`src/rtl/mux_scan_pkg.sv`:
```
// Shared types and constants for the 4-channel mux scan controller.
// Imported by mux_scan_ctrl.
package mux_scan_pkg;

  localparam int NUM_CH = 4;

  typedef enum logic [1:0] {
    ST_IDLE,
    ST_SCAN,
    ST_DONE
  } state_t;

endpackage

```
`src/rtl/mux_scan_ctrl.sv`:
```
// Steps a 4-to-1 mux through all channels, dwelling DWELL cycles on each,
// and publishes the four captured bits atomically with a done pulse.
module mux_scan_ctrl
  import mux_scan_pkg::*;
#(
  parameter int DWELL = 1
) (
  input  logic       clk,
  input  logic       rst,
  input  logic       start,
  input  logic       mux_y,
  output logic       sel0,
  output logic       sel1,
  output logic       busy,
  output logic       done,
  output logic [3:0] sample
);

  localparam int CW = $clog2(DWELL) + 1;
  localparam logic [CW-1:0] LAST = CW'(DWELL - 1);
  localparam logic [1:0] LAST_CH = 2'(NUM_CH - 1);

  state_t        r_state;
  logic [CW-1:0] r_cnt;
  logic [1:0]    r_ch;
  logic [2:0]    r_shadow;
  logic          r_busy;
  logic          r_done;
  logic [3:0]    r_sample;
  logic          w_last;

  assign w_last = (r_cnt == LAST);

  always_ff @(posedge clk) begin
    if (rst) begin
      r_state  <= ST_IDLE;
      r_cnt    <= '0;
      r_ch     <= '0;
      r_shadow <= '0;
      r_busy   <= 1'b0;
      r_done   <= 1'b0;
      r_sample <= '0;
    end else begin
      unique case (r_state)
        ST_IDLE: begin
          r_done <= 1'b0;
          if (start) begin
            r_state <= ST_SCAN;
            r_busy  <= 1'b1;
            r_ch    <= '0;
            r_cnt   <= '0;
          end
        end
        ST_SCAN: begin
          if (w_last) begin
            r_cnt <= '0;
            // Last channel publishes all four bits in one write.
            if (r_ch == LAST_CH) begin
              r_sample <= {mux_y, r_shadow};
              r_state  <= ST_DONE;
              r_done   <= 1'b1;
              r_ch     <= '0;
            end else begin
              r_shadow[r_ch] <= mux_y;
              r_ch           <= r_ch + 2'd1;
            end
          end else begin
            r_cnt <= r_cnt + 1'b1;
          end
        end
        ST_DONE: begin
          r_state <= ST_IDLE;
          r_done  <= 1'b0;
          r_busy  <= 1'b0;
        end
        default: begin
          r_state <= ST_IDLE;
          r_busy  <= 1'b0;
          r_done  <= 1'b0;
        end
      endcase
    end
  end

  assign sel0   = r_ch[0];
  assign sel1   = r_ch[1];
  assign busy   = r_busy;
  assign done   = r_done;
  assign sample = r_sample;

endmodule

```
`config.mk`:
```
export PLATFORM = sky130hd
export DESIGN_NAME = mux_scan_ctrl
export DESIGN_NICKNAME = d
export VERILOG_FILES = /design/src/rtl/mux_scan_pkg.sv /design/src/rtl/mux_scan_ctrl.sv
export SDC_FILE = /design/constraint.sdc
export NUM_CORES = 1
export LEC_CHECK = 0
export BUFFER_PORTS_ARGS = -buffer_cell sky130_fd_sc_hd__buf_4
export CORE_AREA = 5 5 42 44
export CTS_CLUSTER_DIAMETER = 40
export DETAILED_ROUTE_END_ITERATION = 12
export DIE_AREA = 0 0 47 49
export PLACE_DENSITY = 0.69
export SLEW_MARGIN = 20
export SYNTH_ARGS = -nofsm -noshare
export SYNTH_HDL_FRONTEND = slang
export SYNTH_SLANG_ARGS = --single-unit
```
`constraint.sdc`:
```
create_clock -name clk -period 2.1 [get_ports clk]
set_input_delay 0.315 -clock clk [delete_from_list [all_inputs] [get_ports clk]]
set_output_delay 0.315 -clock clk [all_outputs]
set_load 0.02 [all_outputs]
```
==> results.md <==
* Final #Nets at 78
* Num CTS Buffers at 3
* # port buffers at 11
* Syn_area_per_cell at between 10 and 15 µm²
* Max FO, Critical Path at 6
* Tmin final at about 1500 ps
* Clock Skews at 5.363 ps
* Final WS setup at ~630 ps
* Clock Tree Buf Depth at 2
* Multi-input logic area at 342.8 µm²
* Antenna violations before repair at 0
* Final core utilization at 0.5277
* Syn Nets at 65
* Final Slew Violations at 0
* Root buf cell: clkbuf_4
* Wirelength per Cell at between 10 and 15 µm
* Initial Utilization at 0.4455
* Period utilization at 0.7022
* Detail Route Antenna Nets at 0
* FF+latch count, synth at 13
* Fin. Hold Viols at 0
* Final WL at approximately 1.2 mm
* Largest net degree at the start of global routing at 17
* Worst min path class: in -> reg
* VDD IR max at 0.3121 mV
* Fmax at just under 0.7 GHz
* Status: finished, final reports clean
* CP Class: reg -> reg
* Total GRT Usage at 0.1307
* Htree depth at 1
* 1st-iter DRT viols at 1
* Die Width at roughly 47 µm
* Mapped cell area at approximately 620 µm²
* IO Pins at 12
* Drt first pass iters at 2
* CTS tree: built
* First-pass GRT wire length at 2.104 mm
* Worst rel slew slack at 0.7425
* DR vias at approximately 460
* Routability cong. at just under 0.7
* Die Ht at 49 µm
* Worst-path clk slew at around 80 ps
* Worst slew pin tran at 385.8 ps
* Post-CTS setup buffer count at 0
* Leakage power at approximately 0.31 nW
* Sequential area share after synthesis at 0.4168
* Post-DP HPWL at between 800 and 900 µm
* Startpoint Class: flop
* Ant diodes at 0
* Setup crit end kind: flop
* Setup TNS at 0 ps
* Full die area at around 2300 µm²
* Hold-fix buffers, CTS at 0
* Synth warnings at 0
* Register area at about 260 µm²
* Power Total at roughly 460 µW
* Post-Synthesis Cells at 56
* Gr ovfl total at 0
* Max cap viols at 0
* Worst EP required at around 2300 ps
* Vias per cell at 5.452
* Synth cell types at 22
* Post_cts resized at 0
* # clock sinks at 13
* Final Setup Violations at 0
* RSZ-0062 raised after global routing: no
* Layout cell share with drive strength beyond 1 at 0.2794
* Pre-CTS WS at 633.1 ps
* Core area at 1401 µm²
* Row count at 14
* Placed Cells incl. Taps at 80
* Worst skew pair latency at 280 ps
* CP Data Arrival Time at between 1500 and 2000 ps
* Pwr/cell area at between 600 and 700 nW/µm²
* Synth-to-layout area growth at 18.44%
* DRC viols at 0
* Fillers at around 140
* Finished Layout Cells at 84
* Vias in the first global route at a little under 500
[state kept, by name, summed over array words and instances (netlist names)]
register and count:
busy 1, done 1, r_shadow 3, sample 4, r_ch 2, r_state 2
[synth_stat cells]
cell | count | area share
a2111oi_2 | 1 | 0.024
inv_1 | 2 | 0.012
o21a_1 | 1 | 0.012
or4bb_1 | 1 | 0.018
or4b_1 | 1 | 0.016
ha_1 | 5 | 0.10
nand2b_1 | 8 | 0.080
and3b_1 | 1 | 0.014
o32ai_1 | 1 | 0.014
dfxtp_1 | 13 | 0.42
nand3b_1 | 1 | 0.012
and4bb_2 | 3 | 0.060
nor2b_1 | 1 | 0.010
mux2i_1 | 7 | 0.11
nor4bb_1 | 1 | 0.016
buf_2 | 1 | 0.0080
nor2_1 | 3 | 0.018
nor4b_1 | 1 | 0.014
o21ba_2 | 1 | 0.016
clkbuf_1 | 1 | 0.0060
clkbuf_2 | 1 | 0.0080
o31ai_1 | 1 | 0.012
[layer usage]
layer  track usage  wire length, µm  share of wire
met4       0.09677               31          0.026
met1        0.1556              550           0.47
met3       0.04428               60          0.051
met5             0                0              0
met2        0.1855              534           0.45
[worst max-delay path, stage by stage (launching register included)]
cell and delay (ps):
dfxtp_1 440, inv_1 110, ha_1 280, or4bb_1 470
o31ai_1 80
[cell families (layout without fill, tap and decap cells)]
group / count (synthesis) / after routing / share of synthesized area
compound gates: 5 / 5 / 0.07816
fa+ha+maj: 5 / 5 / 0.1002
buf+inv: 5 / 17 / 0.03405
flops: 13 / 13 / 0.4168
mux: 7 / 7 / 0.1122
simple gates: 21 / 21 / 0.2585
[metrics by stage]
step	hold slack [ps]	area, µm²
3_5_place_dp	461.2	713.2
6_report	305.3	739.5
5_1_grt	308.4	739.5
3_3_place_gp	450.5	713.2
2_1_floorplan	457.3	624.3
4_1_cts	297.3	739.5
[path summary, 6_finish.rpt]
check          start          to  slack (ps)  cells past startpoint
min              rst  r_state[0]         310                      2
min reg2reg     busy        busy         470                      1
max          r_ch[0]     r_ch[1]         630                      4
max reg2reg  r_ch[0]     r_ch[1]         630                      4
[area by class of cell]
type / count / share of cell area
sequential: 13 / 0.3519
multi-input combinational: 38 / 0.4636
clock buffer: 4 / 0.03553
inverter: 2 / 0.01015
timing repair buffer: 11 / 0.1117
tap: 16 / 0.02707
[report_power, final]
group | switching, mW | leakage (nW) | internal, mW
Clock | 0.0820 | 0.0150 | 0.0738
Combinational | 0.0216 | 0.188 | 0.0244
Sequential | 0.00902 | 0.106 | 0.254
Total | 0.113 | 0.309 | 0.352
[layout by cell type, fill, tap and decap left out]
cell	netlist	layout
o21a_1	1	1
nor2b_1	1	1
nor4b_1	1	1
and3b_1	1	1
nor4bb_1	1	1
and4bb_2	3	3
a2111oi_2	1	1
or4bb_1	1	1
inv_1	2	2
mux2i_1	7	7
nand2b_1	8	8
o21ba_2	1	1
buf_4	0	11
o32ai_1	1	1
dfxtp_1	13	13
clkbuf_1	1	1
or4b_1	1	1
nor2_1	3	3
clkbuf_4	0	3
nand3b_1	1	1
ha_1	5	5
o31ai_1	1	1
(Power assumes the default switching activity.)
